## config.mk

```make
export PLATFORM = sky130hd
export DESIGN_NAME = multicycle_controller_flat
export DESIGN_NICKNAME = d
export VERILOG_FILES = /design/src/rtl/multicycle_controller_if.sv /design/src/rtl/multicycle_controller.sv /design/src/flat_wrapper.sv
export SDC_FILE = /design/constraint.sdc
export NUM_CORES = 1
export LEC_CHECK = 0
export CAP_MARGIN = 40
export CORE_MARGIN = 3
export CORE_UTILIZATION = 38
export CTS_BUF_LIST = sky130_fd_sc_hd__clkbuf_8
export DETAILED_ROUTE_END_ITERATION = 6
export GPL_TIMING_DRIVEN = 0
export HOLD_SLACK_MARGIN = 0.06
export PLACE_DENSITY = 0.87
export RECOVER_POWER = 25
export SLEW_MARGIN = 0
export SYNTH_ARGS = -nofsm -noshare
export SYNTH_HDL_FRONTEND = slang
export SYNTH_SLANG_ARGS = --single-unit
export TNS_END_PERCENT = 100
```

## constraint.sdc

```tcl
create_clock -name clk -period 1.8 [get_ports clk]
set_input_delay 0.36 -clock clk [delete_from_list [all_inputs] [get_ports clk]]
set_output_delay 0.36 -clock clk [all_outputs]
set_load 0.05 [all_outputs]
```

## src/rtl/multicycle_controller_if.sv

```systemverilog
// Control bundle between the multicycle controller and the datapath.
// master = controller side, slave = datapath side.
interface multicycle_controller_if;
    logic [6:0] op;
    logic [2:0] func3;
    logic       zero;
    logic       neg;
    logic       pc_write;
    logic       adr_src;
    logic       mem_write;
    logic       ir_write;
    logic [1:0] result_src;
    logic [1:0] alu_src_a;
    logic [1:0] alu_src_b;
    logic [1:0] alu_op;
    logic       reg_write;
    logic [2:0] imm_src;
    logic [3:0] state;

    modport master (
        input  op, func3, zero, neg,
        output pc_write, adr_src, mem_write, ir_write, result_src,
               alu_src_a, alu_src_b, alu_op, reg_write, imm_src, state
    );

    modport slave (
        output op, func3, zero, neg,
        input  pc_write, adr_src, mem_write, ir_write, result_src,
               alu_src_a, alu_src_b, alu_op, reg_write, imm_src, state
    );
endinterface

```

## src/rtl/multicycle_controller.sv

```systemverilog
// Main control FSM of the multicycle RISC-V core: sequences fetch, decode,
// execute, memory and writeback and drives the datapath selects/enables.
module multicycle_controller (
    input  logic                    clk,
    input  logic                    rst,
    multicycle_controller_if.master bus
);
    localparam logic [6:0] OP_R    = 7'b0110011;
    localparam logic [6:0] OP_I    = 7'b0010011;
    localparam logic [6:0] OP_LW   = 7'b0000011;
    localparam logic [6:0] OP_SW   = 7'b0100011;
    localparam logic [6:0] OP_B    = 7'b1100011;
    localparam logic [6:0] OP_JAL  = 7'b1101111;
    localparam logic [6:0] OP_JALR = 7'b1100111;
    localparam logic [6:0] OP_LUI  = 7'b0110111;

    typedef enum logic [3:0] {
        S_FETCH     = 4'd0,
        S_DECODE    = 4'd1,
        S_MEM_ADR   = 4'd2,
        S_MEM_READ  = 4'd3,
        S_MEM_WB    = 4'd4,
        S_MEM_WRITE = 4'd5,
        S_EXE_R     = 4'd6,
        S_EXE_I     = 4'd7,
        S_ALU_WB    = 4'd8,
        S_BRANCH    = 4'd9,
        S_JAL       = 4'd10,
        S_JALR      = 4'd11,
        S_LUI       = 4'd12,
        S_LINK      = 4'd13,
        S_UNUSED14  = 4'd14,
        S_UNUSED15  = 4'd15
    } state_t;

    state_t     state_q;
    state_t     state_d;
    logic       pc_write_c;
    logic       mem_write_c;
    logic       ir_write_c;
    logic       reg_write_c;
    logic       adr_src_c;
    logic [1:0] result_src_c;
    logic [1:0] alu_src_a_c;
    logic [1:0] alu_src_b_c;
    logic [1:0] alu_op_c;
    logic [2:0] imm_src_c;
    logic       taken;

    always_ff @(posedge clk or posedge rst) begin
        if (rst) state_q <= S_FETCH;
        else     state_q <= state_d;
    end

    always_comb begin
        case (bus.func3)
            3'b000:  taken = bus.zero;
            3'b001:  taken = ~bus.zero;
            3'b100:  taken = bus.neg;
            3'b101:  taken = ~bus.neg;
            default: taken = 1'b0;
        endcase
    end

    always_comb begin
        state_d      = S_FETCH;
        pc_write_c   = 1'b0;
        mem_write_c  = 1'b0;
        ir_write_c   = 1'b0;
        reg_write_c  = 1'b0;
        adr_src_c    = 1'b0;
        result_src_c = 2'b00;
        alu_src_a_c  = 2'b00;
        alu_src_b_c  = 2'b00;
        alu_op_c     = 2'b00;
        imm_src_c    = 3'b000;
        case (state_q)
            S_FETCH: begin
                ir_write_c   = 1'b1;
                alu_src_b_c  = 2'b10;
                result_src_c = 2'b10;
                pc_write_c   = 1'b1;
                state_d      = S_DECODE;
            end
            S_DECODE: begin
                // Branch/JAL target is precomputed here into ALUOut.
                alu_src_a_c = 2'b01;
                alu_src_b_c = 2'b01;
                imm_src_c   = (bus.op == OP_JAL) ? 3'b011 : 3'b010;
                case (bus.op)
                    OP_LW, OP_SW: state_d = S_MEM_ADR;
                    OP_R:         state_d = S_EXE_R;
                    OP_I:         state_d = S_EXE_I;
                    OP_B:         state_d = S_BRANCH;
                    OP_JAL:       state_d = S_JAL;
                    OP_JALR:      state_d = S_JALR;
                    OP_LUI:       state_d = S_LUI;
                    default:      state_d = S_FETCH;
                endcase
            end
            S_MEM_ADR: begin
                alu_src_a_c = 2'b10;
                alu_src_b_c = 2'b01;
                imm_src_c   = (bus.op == OP_SW) ? 3'b001 : 3'b000;
                state_d     = (bus.op == OP_SW) ? S_MEM_WRITE : S_MEM_READ;
            end
            S_MEM_READ: begin
                adr_src_c = 1'b1;
                state_d   = S_MEM_WB;
            end
            S_MEM_WB: begin
                result_src_c = 2'b01;
                reg_write_c  = 1'b1;
            end
            S_MEM_WRITE: begin
                adr_src_c   = 1'b1;
                mem_write_c = 1'b1;
            end
            S_EXE_R: begin
                alu_src_a_c = 2'b10;
                alu_op_c    = 2'b10;
                state_d     = S_ALU_WB;
            end
            S_EXE_I: begin
                alu_src_a_c = 2'b10;
                alu_src_b_c = 2'b01;
                alu_op_c    = 2'b10;
                state_d     = S_ALU_WB;
            end
            S_ALU_WB: begin
                reg_write_c = 1'b1;
            end
            S_BRANCH: begin
                alu_src_a_c = 2'b10;
                alu_op_c    = 2'b01;
                pc_write_c  = taken;
            end
            S_JAL: begin
                alu_src_a_c = 2'b01;
                alu_src_b_c = 2'b10;
                pc_write_c  = 1'b1;
                state_d     = S_ALU_WB;
            end
            S_JALR: begin
                alu_src_a_c  = 2'b10;
                alu_src_b_c  = 2'b01;
                result_src_c = 2'b10;
                pc_write_c   = 1'b1;
                state_d      = S_LINK;
            end
            S_LINK: begin
                alu_src_a_c = 2'b01;
                alu_src_b_c = 2'b10;
                state_d     = S_ALU_WB;
            end
            S_LUI: begin
                imm_src_c    = 3'b100;
                result_src_c = 2'b11;
                reg_write_c  = 1'b1;
            end
            default: state_d = S_FETCH;
        endcase
    end

    // Write enables are gated by rst directly so nothing is written while held.
    assign bus.pc_write   = pc_write_c  & ~rst;
    assign bus.mem_write  = mem_write_c & ~rst;
    assign bus.ir_write   = ir_write_c  & ~rst;
    assign bus.reg_write  = reg_write_c & ~rst;
    assign bus.adr_src    = adr_src_c;
    assign bus.result_src = result_src_c;
    assign bus.alu_src_a  = alu_src_a_c;
    assign bus.alu_src_b  = alu_src_b_c;
    assign bus.alu_op     = alu_op_c;
    assign bus.imm_src    = imm_src_c;
    assign bus.state      = state_q;
endmodule

```

## src/flat_wrapper.sv

```systemverilog
// flat-port wrapper written by rule: the top's interface ports become plain ports
module multicycle_controller_flat 
  (clk, rst, bus_op, bus_func3, bus_zero, bus_neg, bus_pc_write, bus_adr_src, bus_mem_write, bus_ir_write, bus_result_src, bus_alu_src_a, bus_alu_src_b, bus_alu_op, bus_reg_write, bus_imm_src, bus_state);
  multicycle_controller_if bus_i ();
  input  logic clk;
  input  logic rst;
  input wire logic [$bits(bus_i.op)-1:0] bus_op;
  input wire logic [$bits(bus_i.func3)-1:0] bus_func3;
  input wire logic [$bits(bus_i.zero)-1:0] bus_zero;
  input wire logic [$bits(bus_i.neg)-1:0] bus_neg;
  output wire logic [$bits(bus_i.pc_write)-1:0] bus_pc_write;
  output wire logic [$bits(bus_i.adr_src)-1:0] bus_adr_src;
  output wire logic [$bits(bus_i.mem_write)-1:0] bus_mem_write;
  output wire logic [$bits(bus_i.ir_write)-1:0] bus_ir_write;
  output wire logic [$bits(bus_i.result_src)-1:0] bus_result_src;
  output wire logic [$bits(bus_i.alu_src_a)-1:0] bus_alu_src_a;
  output wire logic [$bits(bus_i.alu_src_b)-1:0] bus_alu_src_b;
  output wire logic [$bits(bus_i.alu_op)-1:0] bus_alu_op;
  output wire logic [$bits(bus_i.reg_write)-1:0] bus_reg_write;
  output wire logic [$bits(bus_i.imm_src)-1:0] bus_imm_src;
  output wire logic [$bits(bus_i.state)-1:0] bus_state;
  assign bus_i.op = bus_op;
  assign bus_i.func3 = bus_func3;
  assign bus_i.zero = bus_zero;
  assign bus_i.neg = bus_neg;
  assign bus_pc_write = bus_i.pc_write;
  assign bus_adr_src = bus_i.adr_src;
  assign bus_mem_write = bus_i.mem_write;
  assign bus_ir_write = bus_i.ir_write;
  assign bus_result_src = bus_i.result_src;
  assign bus_alu_src_a = bus_i.alu_src_a;
  assign bus_alu_src_b = bus_i.alu_src_b;
  assign bus_alu_op = bus_i.alu_op;
  assign bus_reg_write = bus_i.reg_write;
  assign bus_imm_src = bus_i.imm_src;
  assign bus_state = bus_i.state;
  multicycle_controller u_core (.clk(clk), .rst(rst), .bus(bus_i));
endmodule
```

==> results of run 1 <==
[metrics by stage]
step           hold WS, ps  cell area [um2]  instances  TNS (ps)
2_1_floorplan          126              723         75     -1200
3_3_place_gp           667             1070        123     -8140
3_5_place_dp           693             1070        123     -8460
4_1_cts                371             1230        135      -712
[synthesized netlist by cell type (2+ instances only)]
master	n	area [um2]
sky130_fd_sc_hd__a21oi_1	2	10.0
sky130_fd_sc_hd__a32oi_1	2	17.5
sky130_fd_sc_hd__and2_1	3	18.8
sky130_fd_sc_hd__buf_2	3	15.0
sky130_fd_sc_hd__dfrtp_1	4	100
sky130_fd_sc_hd__inv_1	4	15.0
sky130_fd_sc_hd__nand2_1	4	15.0
sky130_fd_sc_hd__nand2b_1	4	25.0
sky130_fd_sc_hd__nand3_1	2	10.0
sky130_fd_sc_hd__nor2_1	4	15.0
sky130_fd_sc_hd__nor2b_1	2	12.5
sky130_fd_sc_hd__nor3_1	4	20.0
sky130_fd_sc_hd__nor3b_1	2	15.0
sky130_fd_sc_hd__nor4b_1	3	26.3
sky130_fd_sc_hd__o22ai_1	3	18.8
sky130_fd_sc_hd__o32ai_1	2	17.5
sky130_fd_sc_hd__or3_1	2	12.5
sky130_fd_sc_hd__xor2_1	3	26.3
[cell families after synthesis]
kind of cell / Yosys count / synth area share [%]
AOI/OAI and AO/OA: 17 / 21.2
xor gates and xnor gates: 3 / 4.55
buffers and inverters: 9 / 7.79
DFF: 4 / 17.3
muxes: 2 / 3.68
and+or+nand+nor: 40 / 45.5
[timing repair]
action / 4_1_cts
gates resized for setup: 120
hold buffers: 0
gates cloned: 1
setup endpoints to repair: 19
setup buffers: 8
pin swaps: 8
==> summary.md, run 1 <==
| Metric | Value |
|---|---|
| Result of the run | `did not finish` |
| Stage where the flow stopped | `global routing (5_1_grt)` |
| Error msg | `[ERROR DPL-0038] Utilization greater than 100%, impossible to legalize` |
| Clock buffer count from CTS | `3` |
| Die boundary width | `45 um` |
| Number of distinct library cell variants in the gate-level netlist after synthesis | `40` |
| Placement Setup Slack | `-1170 ps` |
| Warnings, synthesis | `0` |
| Initial Util | `42.3%` |
| Primary flip-flop cell chosen by synthesis mapping | `sky130_fd_sc_hd__dfrtp_1` |
| CTS max path bufs | `2` |
| Mapped cell area | `578 um2` |
| Placer's final routability congestion estimate | `0.808` |
| Kind of endpoint with the least setup slack | `top-level output` |
| Proportion of synthesized flip-flops having asynchronous set or reset | `100%` |
| Net count after synthesis | `89` |
| Crit. endpoint post-GRT repair | `bus_pc_write` |
| H-tree lvl count | `1` |
| Clk sink count | `4` |
| Number of port buffers | `33` |
| Buffer cell driving the clock tree root | `sky130_fd_sc_hd__clkbuf_8` |
| Seq/Total Area, Yosys | `17.3%` |
| Count of flip-flops with a built-in enable after synthesis | `0` |
| Synthesis-stage register bit count | `4` |
| Largest net degree at the start of global routing | `11` |
| Synth Instances | `75` |
| Synth Area per Inst | `7.71 um2` |
| Die height | `45 um` |
| Standard-cell row count | `13` |
| HPWL reported at the end of detailed placement | `1580 um` |
| Num ports | `34` |
==> run 2: changes to the inputs <==
--- a/config.mk
+++ b/config.mk
@@ -6,13 +6,11 @@
 export NUM_CORES = 1
 export LEC_CHECK = 0
 export CAP_MARGIN = 40
-export CORE_MARGIN = 3
-export CORE_UTILIZATION = 38
-export CTS_BUF_LIST = sky130_fd_sc_hd__clkbuf_8
+export CORE_AREA = 3 3 64 66
 export DETAILED_ROUTE_END_ITERATION = 6
+export DIE_AREA = 0 0 67 69
 export GPL_TIMING_DRIVEN = 0
-export HOLD_SLACK_MARGIN = 0.06
-export PLACE_DENSITY = 0.87
+export PLACE_DENSITY_LB_ADDON = 0.15
 export RECOVER_POWER = 25
 export SLEW_MARGIN = 0
 export SYNTH_ARGS = -nofsm -noshare
==> summary.md, run 2 <==
| Metric | Value |
|---|---|
| Result of the run | `finished, violations left` |
| Violated checks | `setup timing` |
| Post-Route M1 WL | `1040 um` |
| Nets@finish | `145` |
| HP Class | `input port to asynchronous set/reset pin` |
| Count of flip-flops with a built-in enable after synthesis | `0` |
| Num ports | `34` |
| Critical path type | `register to output port` |
| Number of design-rule violations left by the first detailed-router iteration | `13` |
| Static Leak | `0.573 nW` |
| Tightest Pin Transition | `492 ps` |
| Placer's final routability congestion estimate | `0.719` |
| Power per unit of standard cell area | `1210 nW/um2` |
| Largest register FFs | `4` |
| Routed length on met2 | `1320 um` |
| Series of cell instances along the critical path | `buf_6 > nand2b_4 > or4_4 > o32ai_4 > buf_6` |
| HPWL reported at the end of detailed placement | `1670 um` |
| Max layer used | `met4` |
| Launching instance or port of the critical path | `u_core.bus.state[1]$_DFF_PP0_` |
| Met3 layer wire length in the routed design | `71 um` |
| Synthesis-stage register bit count | `4` |
| Number of distinct library cell variants in the gate-level netlist after synthesis | `40` |
| Cell taking the most area after synthesis | `sky130_fd_sc_hd__dfrtp_1` |
| Fraction of synthesized cell area in xor and xnor cells | `4.55%` |
| Final clock period utilization by the worst path | `114%` |
| Primary flip-flop cell chosen by synthesis mapping | `sky130_fd_sc_hd__dfrtp_1` |
| Cells on worst reg2reg path | `4` |
| Number of global-route vias before repair | `759` |
| Drt drc | `0` |
| Proportion of synthesized flip-flops having asynchronous set or reset | `100%` |
| Critical path required time | `1440 ps` |
| Total count of hold-check failures in the final report | `0` |
| Clk sink count | `4` |
| Core footprint | `3630 um2` |
| Worst reg-to-reg setup slack | `320 ps` |
| Average detailed-routed wire length per instance | `13.9 um` |
| Min setup slack post-route | `-253 ps` |
| Minimum period implied by the final worst setup slack | `2050 ps` |
| CTS max path bufs | `2` |
| Most area-consuming cells after synthesis | `sky130_fd_sc_hd__dfrtp_1 17%, sky130_fd_sc_hd__nor4b_1 4.5%, sky130_fd_sc_hd__xor2_1 4.5%` |
| Layout cells sized above 1 | `54.3%` |
| Routed wire length | `2460 um` |
| Mapped cell area | `578 um2` |
| Worst slew margin relative to its limit | `67.1%` |
| Simple-gate area share of the yosys netlist | `45.5%` |
| GRT overflow | `0` |
| Total vias in the final route | `804` |
| Synth-to-Final Area Change | `144%` |
| Share of synthesized area spent on multiplexers | `3.68%` |
| Overall die area | `4620 um2` |
| Ant diodes | `0` |
| Worst Path Max Fanout | `7` |
| Die height | `69 um` |
| Most frequent cells in the layout | `16 x sky130_fd_sc_hd__buf_6, 16 x sky130_fd_sc_hd__buf_4, 10 x sky130_fd_sc_hd__clkdlybuf4s50_1, 7 x sky130_fd_sc_hd__dlygate4sd2_1` |
| Finished Core Util | `38.9%` |
| WHS | `389 ps` |
| Global-route wire length before repair | `3750 um` |
| Clock-pin slew of the registers on the worst-case setup and hold paths | `30 ps` |
| Max capacitance violation total | `0` |
| Endpoint class of the critical path | `output port` |
| Number of port buffers | `33` |
| FF-to-FF End | `u_core.bus.state[3]$_DFF_PP0_` |
| Critical Path AT | `1690 ps` |
| Placement Setup Slack | `-1200 ps` |
| Library cell appearing most often on the critical path | `sky130_fd_sc_hd__buf_6` |
| Nature of the critical path startpoint | `register` |
| Global Route Usage Sum | `10.3%` |
| CP max stage delay | `490 ps` |
| Synth Area per Inst | `7.71 um2` |
| Combinational family with the most area after synthesis | `simple AND/OR/NAND/NOR gates` |
| Antenna-violating nets left | `0` |
| Clk_lat worst skew | `220 ps` |
| H-tree lvl count | `1` |
| Number of pins exceeding their max-slew limit in the final report | `0` |
| Warnings, synthesis | `0` |
| Area share of the leading cell type in the synthesized netlist | `17.3%` |
| Seq/Total Area, Yosys | `17.3%` |
| First-pass iteration count of the detailed router | `4` |
| Crit-path leading delay family | `simple AND/OR/NAND/NOR gates` |
| Number of hold-repair buffers added at the cts stage | `0` |
| RSZ-0062 raised after global routing | `true` |
| Largest net degree at the start of global routing | `11` |
| DR vias/cell | `4.54` |
| Adder-cell share of the synthesized area | `0%` |
| IR Drop Worst-Case VDD | `0.567 mV` |
| Highest clock rate | `487 MHz` |
| Initial Util | `15.9%` |
| Post-synthesis compound-gate area fraction | `21.2%` |
| Number of setup violations in the final report | `9` |
| Reg2reg start | `u_core.bus.state[3]$_DFF_PP0_` |
| Initial antenna violation count | `0` |
| Worst path bufs/invs | `2` |
| Synth Instances | `75` |
| Maximum clock skew at final layout | `4.63 ps` |
| Buffer cell driving the clock tree root | `sky130_fd_sc_hd__clkbuf_8` |
| TritonCTS clock tree | `yes` |
| Clock buffer count from CTS | `3` |
| Standard-cell row count | `22` |
| Die boundary width | `67 um` |
| Slowest cell on the critical path | `sky130_fd_sc_hd__or4_4` |
| Net count after synthesis | `89` |
[run 2: cell counts after synthesis]
Identical to the previous run, type by type.
[run 2: report_power, final]
| part | total (W) | internal, W | switching (W) |
|---|---|---|---|
| Sequential | 0.000135 | 0.000110 | 0.0000254 |
| Combinational | 0.00138 | 0.000602 | 0.000777 |
| Clock | 0.000190 | 0.000143 | 0.0000477 |
[run 2: layout make-up]
| class | instances | area [um2] |
|---|---|---|
| Fill cell | 398 | 2220 |
| Multi-Input combinational cell | 62 | 651 |
| Timing Repair Buffer | 51 | 469 |
| Sequential cell | 4 | 105 |
| Buffer | 5 | 71.3 |
| Tap cell | 48 | 60.1 |
| Clock buffer | 3 | 41.3 |
| Inverter | 4 | 15.0 |
[run 2: what timing repair did]
| item | 4_1_cts | 5_1_grt |
|---|---|---|
| setup endpoints to repair | 19 | 13 |
| pin swaps | 7 | 6 |
| cloned | 0 | 0 |
| setup buffers | 9 | 9 |
| resized for setup | 119 | 27 |
[run 2: logic make-up after synthesis]
family,count (synthesis)
buf+inv,9
xor+xnor,3
compound gates,17
mux,2
simple gates,40
flops,4
[run 2: stage by stage]
step	TNS [ps]	total power, W	instances	area [um2]
after floorplan	-1200	0.000911	75	723
after global placement	-8610	0.00122	156	1110
after detailed placement	-8760	0.00122	156	1110
after CTS	-927	0.00154	168	1240
after global routing	-1520	0.00180	177	1410
final	-970	0.00171	177	1410
[run 2: routing by layer]
layer | global-route usage, % | up-vias
met5 | 0 | -
met4 | 3.38 | 0
met3 | 1.47 | 2
met2 | 16.9 | 17
met1 | 13.7 | 387
li1 | - | 398
[run 2: how the worst max path moves through the flow]
stage          cells past startpoint              to  slack [ps]
5_1_grt                            7  bus_imm_src[0]        -330
2_1_floorplan                      4    bus_pc_write        -240
6_report                           5    bus_pc_write        -250
3_5_place_dp                       4    bus_pc_write       -1200
3_3_place_gp                       4    bus_pc_write       -1180
4_1_cts                            5    bus_pc_write        -310
Note: power is estimated with default switching activity, not from simulation.
